**config.mk**
```make
export PLATFORM = sky130hd
export DESIGN_NAME = pixel_row_streamer
export DESIGN_NICKNAME = d
export VERILOG_FILES = /design/src/rtl/pixel_row_streamer.sv
export SDC_FILE = /design/constraint.sdc
export NUM_CORES = 1
export LEC_CHECK = 0
export BUFFER_PORTS_ARGS = -buffer_cell sky130_fd_sc_hd__buf_2
export CAP_MARGIN = 20
export CELL_PAD_IN_SITES_DETAIL_PLACEMENT = 1
export CELL_PAD_IN_SITES_GLOBAL_PLACEMENT = 1
export CORE_MARGIN = 4
export CORE_UTILIZATION = 42
export DETAILED_ROUTE_END_ITERATION = 10
export HOLD_SLACK_MARGIN = 0.03
export PLACE_DENSITY_LB_ADDON = 0.3
export SYNTH_ARGS = -nofsm -noshare
export SYNTH_HDL_FRONTEND = slang
export SYNTH_SLANG_ARGS = --single-unit
```
**constraint.sdc**
```tcl
create_clock -name Clock -period 4 [get_ports Clock]
set_input_delay 0.6 -clock Clock [delete_from_list [all_inputs] [get_ports Clock]]
set_output_delay 0.6 -clock Clock [all_outputs]
set_load 0.01 [all_outputs]
```
**src/rtl/pixel_row_streamer.sv**
```systemverilog
// Streams a binarized image row by row from row memory into a sliding
// HistDepth-bit history window that drives a flip-flop register bank.
module pixel_row_streamer #(
  parameter int NrOfRows  = 28,
  parameter int NrOfCols  = 28,
  parameter int HistDepth = 8,
  parameter int AddrBits  = 5
) (
  input  logic                 Clock,
  input  logic                 Reset,
  input  logic                 Tick,
  input  logic                 start,
  output logic                 busy,
  output logic                 done,
  output logic                 row_rd,
  output logic [AddrBits-1:0]  row_addr,
  input  logic [NrOfCols-1:0]  row_data,
  output logic [HistDepth-1:0] hist_d,
  output logic                 hist_we,
  output logic [AddrBits-1:0]  pix_row,
  output logic [4:0]           pix_col
);

  typedef enum logic [2:0] {
    S_IDLE,
    S_FETCH,
    S_WAIT,
    S_SHIFT,
    S_DONE
  } state_t;

  localparam logic [AddrBits-1:0] LAST_ROW = AddrBits'(NrOfRows - 1);
  localparam logic [4:0]          LAST_COL = 5'(NrOfCols - 1);

  state_t                state_q, state_d;
  logic [AddrBits-1:0]   row_q, row_d;
  logic [4:0]            col_q, col_d;
  logic [NrOfCols-1:0]   row_buf_q, row_buf_d;
  logic [HistDepth-1:0]  win_q, win_d;
  logic                  we_q, we_d;
  logic [AddrBits-1:0]   pix_row_q, pix_row_d;
  logic [4:0]            pix_col_q, pix_col_d;

  always_ff @(posedge Clock) begin
    if (Reset) begin
      state_q   <= S_IDLE;
      row_q     <= '0;
      col_q     <= '0;
      row_buf_q <= '0;
      win_q     <= '0;
      we_q      <= 1'b0;
      pix_row_q <= '0;
      pix_col_q <= '0;
    end else begin
      state_q   <= state_d;
      row_q     <= row_d;
      col_q     <= col_d;
      row_buf_q <= row_buf_d;
      win_q     <= win_d;
      we_q      <= we_d;
      pix_row_q <= pix_row_d;
      pix_col_q <= pix_col_d;
    end
  end

  // The row buffer shifts left as pixels are consumed, so its MSB is always
  // the next pixel and no variable column index is needed.
  always_comb begin
    state_d   = state_q;
    row_d     = row_q;
    col_d     = col_q;
    row_buf_d = row_buf_q;
    win_d     = win_q;
    we_d      = we_q;
    pix_row_d = pix_row_q;
    pix_col_d = pix_col_q;
    if (Tick) begin
      we_d = 1'b0;
      unique case (state_q)
        S_IDLE: begin
          if (start) begin
            state_d = S_FETCH;
            row_d   = '0;
          end
        end
        S_FETCH: state_d = S_WAIT;
        S_WAIT: begin
          row_buf_d = row_data;
          win_d     = '0;
          col_d     = '0;
          state_d   = S_SHIFT;
        end
        S_SHIFT: begin
          win_d     = HistDepth'({win_q, row_buf_q[NrOfCols-1]});
          row_buf_d = row_buf_q << 1;
          we_d      = 1'b1;
          pix_row_d = row_q;
          pix_col_d = col_q;
          if (col_q == LAST_COL) begin
            if (row_q == LAST_ROW) begin
              state_d = S_DONE;
            end else begin
              row_d   = row_q + AddrBits'(1);
              state_d = S_FETCH;
            end
          end else begin
            col_d = col_q + 5'd1;
          end
        end
        S_DONE:  state_d = S_IDLE;
        default: state_d = S_IDLE;
      endcase
    end
  end

  // Strobes are qualified by Tick so the bank only sees them on enabled cycles.
  assign busy     = (state_q != S_IDLE);
  assign done     = Tick && (state_q == S_DONE);
  assign row_rd   = Tick && (state_q == S_FETCH);
  assign row_addr = row_q;
  assign hist_d   = win_q;
  assign hist_we  = Tick && we_q;
  assign pix_row  = pix_row_q;
  assign pix_col  = pix_col_q;

endmodule

```
Word level (Yosys, flattened, before mapping)

Index checks and enable logic that the tools add are counted.

Logic and storage cells: 45
Flip-flop bits (word level): 60
Output and inout bits: 27

Reduce and logical (&&, ||, !) cells: 12
Multiplexer cells: 13
$add $sub $neg: 2
Equality and inequality tests: 10

Operators by type and width:

| kind                | number |
|---|---|
| $pmux 28 s2         | 1 |
| $mux 5              | 4 |
| $pmux 5 s2          | 2 |
| $pmux 8 s2          | 1 |
| $pmux 3 s4          | 1 |
| $add 5x1->5 const B | 2 |
| $eq 5x5->1 const B  | 2 |
| $mux 3              | 3 |
| $ne 2x2->1 const B  | 4 |
| $eq 3x2->1 const B  | 2 |
| $reduce_and 3->1    | 2 |
| $reduce_and 5->1    | 1 |
| $reduce_and 2->1    | 2 |
| $reduce_bool 2->1   | 2 |
| $eq 3x1->1 const B  | 1 |
| $eq 3x3->1 const B  | 1 |
| $logic_and 1x1->1   | 3 |
| $logic_not 3->1     | 1 |
| $reduce_bool 3->1   | 1 |
| $mux 1              | 1 |

Logic depth before layout (Yosys ltp)

Gate-level depths: netlist of the first run.

Word-level depth: 4
Depth in mapped cells: 7
Mapped depth without buffers: 5

Worst setup path after synthesis of the first run

Ideal clock, no wire load.

Kind: input port to output port
From: in Tick
To: out row_rd
Stages: 3
Required time: 3.400 ns
Path buffers: 1
Slack: 2.302 ns
Data arrival time: 1.098 ns
Path through: buf_2 nand2b_1 nor3_1

Cells in the longest elaborated chain, start to end: 1

Ends and longest elaborated chain:

| item              | RTL line | RTL |
|---|---|---|
| from (decl)       | 11       | `input logic Tick,` |
| $logic_and 1x1->1 | 119      | `assign row_rd = Tick && (state_q == S_FETCH);` |
| to (decl)         | 15       | `output logic row_rd,` |

No other way between the ends.

Final worst setup path of the first run

From: reg state_q[0]
To: out row_rd

Cells in the longest elaborated chain, start to end: 2

Ends and longest elaborated chain:

| item                   | RTL line | RTL |
|---|---|---|
| from (decl)            | 35       | `state_t state_q, state_d;` |
| from (signal assigned) | 55       | `state_q <= state_d;` |
| $eq 3x1->1             | 119      |  |
| $logic_and 1x1->1      | 119      |  |

No other way between the ends.

==> flow_metrics.py, run 1 <==
metrics = {
    "detailed_routing": {
        "drtAntennaViolNets": 0,
        "firstDrtPassIters": 4,
        "drtIter0Drc": 213,
        "drc": 0,
        "wirelength_um": 7199,
        "vias": 2436,
        "vias_per_cell": 5.705,
        "wl_per_cell_um": 16.86,
    },
    "floorplanning": {
        "die_y_um": 85.86,
        "start_util_pct": 43.26,
        "die_area_um2": 7372,
        "rows": 28,
        "coreArea_um2": 5886,
        "die_w_um": 85.86,
        "io_pins": 59,
    },
    "setup_path": {
        "critPathCaptureType": "output port",
        "crit_type": "reg -> out",
        "cp.required_ns": 3.40,
        "cpPeakStageDelay_ns": 0.74,
        "critPathBufInv": 2,
        "path_cells": "inv_1 -> nor3_1 -> buf_2",
        "crit_family": "buffers and inverters",
        "critPathArrivalTime_ns": 2.23,
        "crit_fanout": 32,
        "slowest_stage": "dfxtp_1",
        "startpoint_type": "flop",
    },
    "clock_tree": {
        "clock_sinks": 60,
        "cts_tree": "done",
        "post_cts_resized": 0,
        "cts_hold_buf": 0,
        "cts_htree_levels": 3,
        "clk_pin_slew_ns": 0.06,
        "cts_buffers": 9,
        "clock_path_buffers": 2,
        "insertion_delay_ns": 0.34,
        "cts_setup_buffers": 0,
        "root_buffer": "clkbuf_8",
    },
    "global_routing": {
        "grt_pass1_wl_um": 11660,
        "antenna_found_initial": 0,
        "grt_usage_pct": 19.80,
        "overflow": 0,
        "grt_pass1_vias": 2396,
        "grt_max_degree": 57,
    },
    "power_and_ir_drop": {
        "power.density_nw_per_um2": 408.3,
        "pwr-share-comb_pct": 6.2,
        "cellLeakagePower_nw": 1.127,
        "p_switching_mw": 0.2997,
        "ir_worst_vdd_uv": 250.0,
        "power_frac_seq_pct": 49.2,
        "clkPwrFrac_pct": 44.6,
        "internal_power_mw": 0.9514,
        "p_sw_share_pct": 23.95,
    },
    "placement": {
        "gp_congestion": 0.7685,
        "io_buffers": 58,
        "hpwlAfterDp_um": 4568,
        "placed_area_um2": 2834,
    },
    "sta": {
        "hold_violations": 0,
        "slew_violations": 0,
        "final.setup_skew_ns": 0.008631,
        "max_slew_margin_pct": 32.88,
        "rsz0062_at_grt": "no",
        "timing.setup.tns_ns": 0,
        "period_minus_slack_ns": 2.827,
        "setup-violations-final": 0,
        "fin_crit_sh_pct": 70.67,
        "fmax_mhz": 353.7,
        "tightestPinTransition_ns": 1.006,
    },
    "hold_path": {
        "hp-class": "reg -> reg",
    },
    "run_status": {
        "status": "completed",
    },
    "yosys": {
        "syn_nets": 335,
        "avgSynthCellArea_um2": 8.459,
        "seq_area_frac_synth_pct": 47.17,
        "mappedNetlistArea_um2": 2546,
        "postSynth.asyncResetShare_pct": 0,
        "yosysWarnings": 0,
        "synth_seq_cells": 60,
        "synth_cell_types": 40,
        "syn_inst": 301,
        "synth_ff_type": "dfxtp_1",
        "synth_edf_count": 0,
    },
    "job": {
        "maxCapViolCount": 0,
    },
    "final_layout": {
        "final_common_cell": "nand2_1",
        "multiInputGateArea_um2": 1219,
        "register_area_um2": 1201,
        "fill_cells": 736,
        "diodes": 0,
        "areaGrowthSynthToFinish_pct": 20.34,
        "layout.cells.most_common_list": "nand2_1 (63), dfxtp_1 (60), buf_2 (58)",
        "fin_area_um2": 3064,
        "fin_nets": 381,
        "drive_gt1_share_pct": 23.58,
    },
}
[layer usage]
layer,vias up,share of wire (%),global-route usage (%)
met2,60,46,29.71
met4,0,1.1,9.640
li1,1187,-,-
met5,-,0,0
met3,7,5.7,3.458
met1,1182,47,27.41
[registers in the layout, indices dropped and copies added (netlist names)]
| register | flops |
|---|---|
| col_q | 5 |
| hist_d | 8 |
| pix_col | 5 |
| pix_row | 5 |
| row_addr | 5 |
| row_buf_q | 28 |
| state_q | 3 |
| we_q | 1 |
[logic make-up after synthesis]
family | Yosys count | share of synthesized area (%)
buffers and inverters | 29 | 5.061
AO/OA/AOI/OAI | 100 | 26.24
flip-flops | 60 | 47.17
multiplexers | 3 | 1.179
AND/OR/NAND/NOR | 107 | 19.36
adder cells (fa/ha/maj) | 2 | 0.9826
[area by class of cell]
class	instances	area share (%)
Inverter	2	0.2450
Timing Repair Buffer	62	11.11
Multi-Input combinational cell	212	39.77
Clock buffer	12	5.063
Sequential cell	60	39.20
Clock inverter	4	1.552
Tap cell	75	3.062
[synthesized netlist by cell type, drive strengths merged, types with 2 or more instances]
master | number | area, µm²
inv | 2 | 7.510
nand3 | 12 | 60.06
ha | 2 | 25.02
nand2b | 3 | 18.77
clkbuf | 15 | 56.30
nand3b | 3 | 26.27
nor3 | 2 | 10.01
nor2b | 3 | 18.77
buf | 12 | 65.06
dfxtp | 60 | 1201
o31ai | 2 | 15.01
mux2i | 3 | 30.03
or3 | 2 | 12.51
o221ai | 28 | 251.5
o21ai | 5 | 25.02
nand4b | 3 | 26.28
a21oi | 55 | 279.0
o311ai | 3 | 41.29
nand2 | 63 | 236.5
nor2 | 10 | 37.54
[power groups by stage]
stage	registers [mW]	logic, mW	clock network, mW
floorplan	0.621	0.0539	0
global placement	0.628	0.0754	0
detailed placement	0.629	0.0760	0
CTS	0.615	0.0761	0.567
global route	0.617	0.0854	0.603
finish	0.616	0.0776	0.558
[metrics by stage]
stage / worst slack (ns) / power (mW) / cells / hold slack (ns) / utilization, %
4_1_cts: 1.227 / 1.258 / 426 / 0.4548 / 51.59
6_report: 1.173 / 1.251 / 427 / 0.4522 / 52.06
5_1_grt: 0.9958 / 1.305 / 427 / 0.4762 / 52.06
3_3_place_gp: 1.673 / 0.7035 / 410 / 0.4379 / 48.15
3_5_place_dp: 1.599 / 0.7046 / 410 / 0.4453 / 48.15
2_1_floorplan: 2.302 / 0.6753 / 301 / 0.4320 / -
[final timing paths]
check,startpoint,end,slack (ns),depth (start not counted)
setup / recovery,state_q[0],row_rd,1.17,3
hold / removal,pix_row[3],pix_row[3],0.45,2
setup reg to reg,state_q[0],row_addr[3],1.64,4
hold reg to reg,pix_row[3],pix_row[3],0.45,2
[worst register-to-register path, cell delays in order (launching register included)]
cell	delay, ns
dfxtp_1	0.74
nand3b_2	0.33
nor2_1	0.60
nand4_1	0.32
o31ai_1	0.29
No activity file was read; power rests on OpenSTA's default activity.
==> inputs of run 2 (changes only) <==
CORE_UTILIZATION = 39   (was 42)
clock period = 2.84 ns   (was 4 ns; I/O delays follow)
==> flow_metrics.py, run 2 (same netlist as run 1, synthesis figures left out) <==
metrics = {
    "sta": {
        "rsz0062_at_grt": "no",
        "final.setup_skew_ns": 0.01337,
        "hold_violations": 0,
        "max_slew_margin_pct": 60.06,
        "setup-violations-final": 0,
        "timing.setup.tns_ns": 0,
        "period_minus_slack_ns": 2.340,
        "layout_setup_ws_ns": 0.5002,
        "fmax_mhz": 427.4,
        "slew_violations": 0,
        "tightestPinTransition_ns": 0.5982,
        "timing.hold.ws_ns": 0.4160,
        "fin_crit_sh_pct": 82.39,
    },
    "floorplanning": {
        "die_w_um": 88.80,
        "die_y_um": 88.80,
        "coreArea_um2": 6350,
        "io_pins": 59,
        "die_area_um2": 7885,
        "start_util_pct": 40.10,
        "rows": 29,
    },
    "final_layout": {
        "layoutNonFillerInstCount": 432,
        "drive_gt1_share_pct": 24.23,
        "areaGrowthSynthToFinish_pct": 19.61,
        "register_area_um2": 1201,
        "fin_area_um2": 3045,
        "fill_cells": 790,
        "largest_reg_flops": 28,
        "final_common_cell": "nand2_1",
        "top_register": "row_buf_q",
        "multiInputGateArea_um2": 1219,
        "fin_nets": 384,
        "diodes": 0,
        "layout.cells.most_common_list": "nand2_1 (63), dfxtp_1 (60), buf_2 (58)",
    },
    "clock_tree": {
        "clock_sinks": 60,
        "insertion_delay_ns": 0.34,
        "clock_path_buffers": 2,
        "cts_htree_levels": 3,
        "root_buffer": "clkbuf_8",
        "post_cts_resized": 0,
        "clk_pin_slew_ns": 0.07,
        "cts_hold_buf": 0,
        "cts_buffers": 9,
        "cts_tree": "done",
        "cts_setup_buffers": 0,
    },
    "global_routing": {
        "grt_max_degree": 56,
        "antenna_found_initial": 0,
        "grt_pass1_wl_um": 10940,
        "grt_pass1_vias": 2319,
        "overflow": 0,
        "grt_usage_pct": 17.73,
    },
    "detailed_routing": {
        "drtIter0Drc": 136,
        "firstDrtPassIters": 4,
        "vias_per_cell": 5.620,
        "vias": 2428,
        "wl_per_cell_um": 15.33,
        "drtAntennaViolNets": 0,
        "drc": 0,
        "wirelength_um": 6622,
    },
    "setup_path": {
        "critPathArrivalTime_ns": 1.91,
        "worst-r2r-cell-count": 5,
        "crit_type": "reg -> out",
        "crit_fanout": 18,
        "cp.required_ns": 2.41,
        "startpoint_type": "flop",
        "critPathCaptureType": "output port",
    },
    "job": {
        "maxCapViolCount": 0,
    },
    "power_and_ir_drop": {
        "power.density_nw_per_um2": 546.2,
        "pwr-share-comb_pct": 6.5,
        "p_switching_mw": 0.4314,
        "cellLeakagePower_nw": 1.118,
        "p_sw_share_pct": 25.93,
        "clkPwrFrac_pct": 41.5,
        "ir_worst_vdd_uv": 264.2,
        "power_frac_seq_pct": 52.1,
        "internal_power_mw": 1.232,
    },
    "hold_path": {
        "hp-class": "in -> reg",
        "min_path_cells": 2,
    },
    "placement": {
        "gp_congestion": 0.8105,
        "hpwlAfterDp_um": 4301,
        "pre_cts_ws_ns": 0.8185,
        "numPlacedInstances": 416,
        "placed_area_um2": 2867,
        "io_buffers": 58,
    },
    "run_status": {
        "status": "completed",
    },
}
[run 2: power groups by stage]
stage,combinational [mW],sequential [mW],clock [mW]
finish,0.108,0.866,0.690
global placement,0.107,0.884,0
CTS,0.109,0.866,0.715
detailed placement,0.109,0.885,0
global route,0.121,0.868,0.755
floorplan,0.0759,0.875,0
[run 2: worst max-delay path, stage by stage (launching register included)]
cell	delay (ns)
dfxtp_1	0.70
inv_1	0.44
nor3_1	0.28
buf_2	0.17
[run 2: final cells by class]
class,count,area share [%]
sequential,60,39.44
tap,77,3.164
timing repair buffer,65,11.26
clock inverter,5,1.233
multi-input combinational,212,40.02
inverter,2,0.2465
clock buffer,11,4.643
[run 2: layer usage]
metal	part of all wire, %	vias to the layer above	track usage [%]	wire [µm]
met5	0	-	0	0
met4	1.0	0	7.830	69
li1	-	1194	-	-
met1	47	1174	22.70	3103
met3	4.9	7	4.004	323
met2	47	53	28.48	3126
[run 2: metrics by stage]
stage	utilization, %	total power, mW
floorplan	-	0.9511
global placement	45.14	0.9907
detailed placement	45.14	0.9936
CTS	47.96	1.690
global route	47.96	1.743
finish	47.96	1.663
[run 2: final timing paths]
kind	start	end	slack, ns
worst max-delay path	state_q[0]	row_rd	0.50
worst min-delay path	Tick	state_q[1]	0.42
worst max register to register	state_q[0]	col_q[4]	0.83
worst min register to register	pix_row[0]	pix_row[0]	0.46
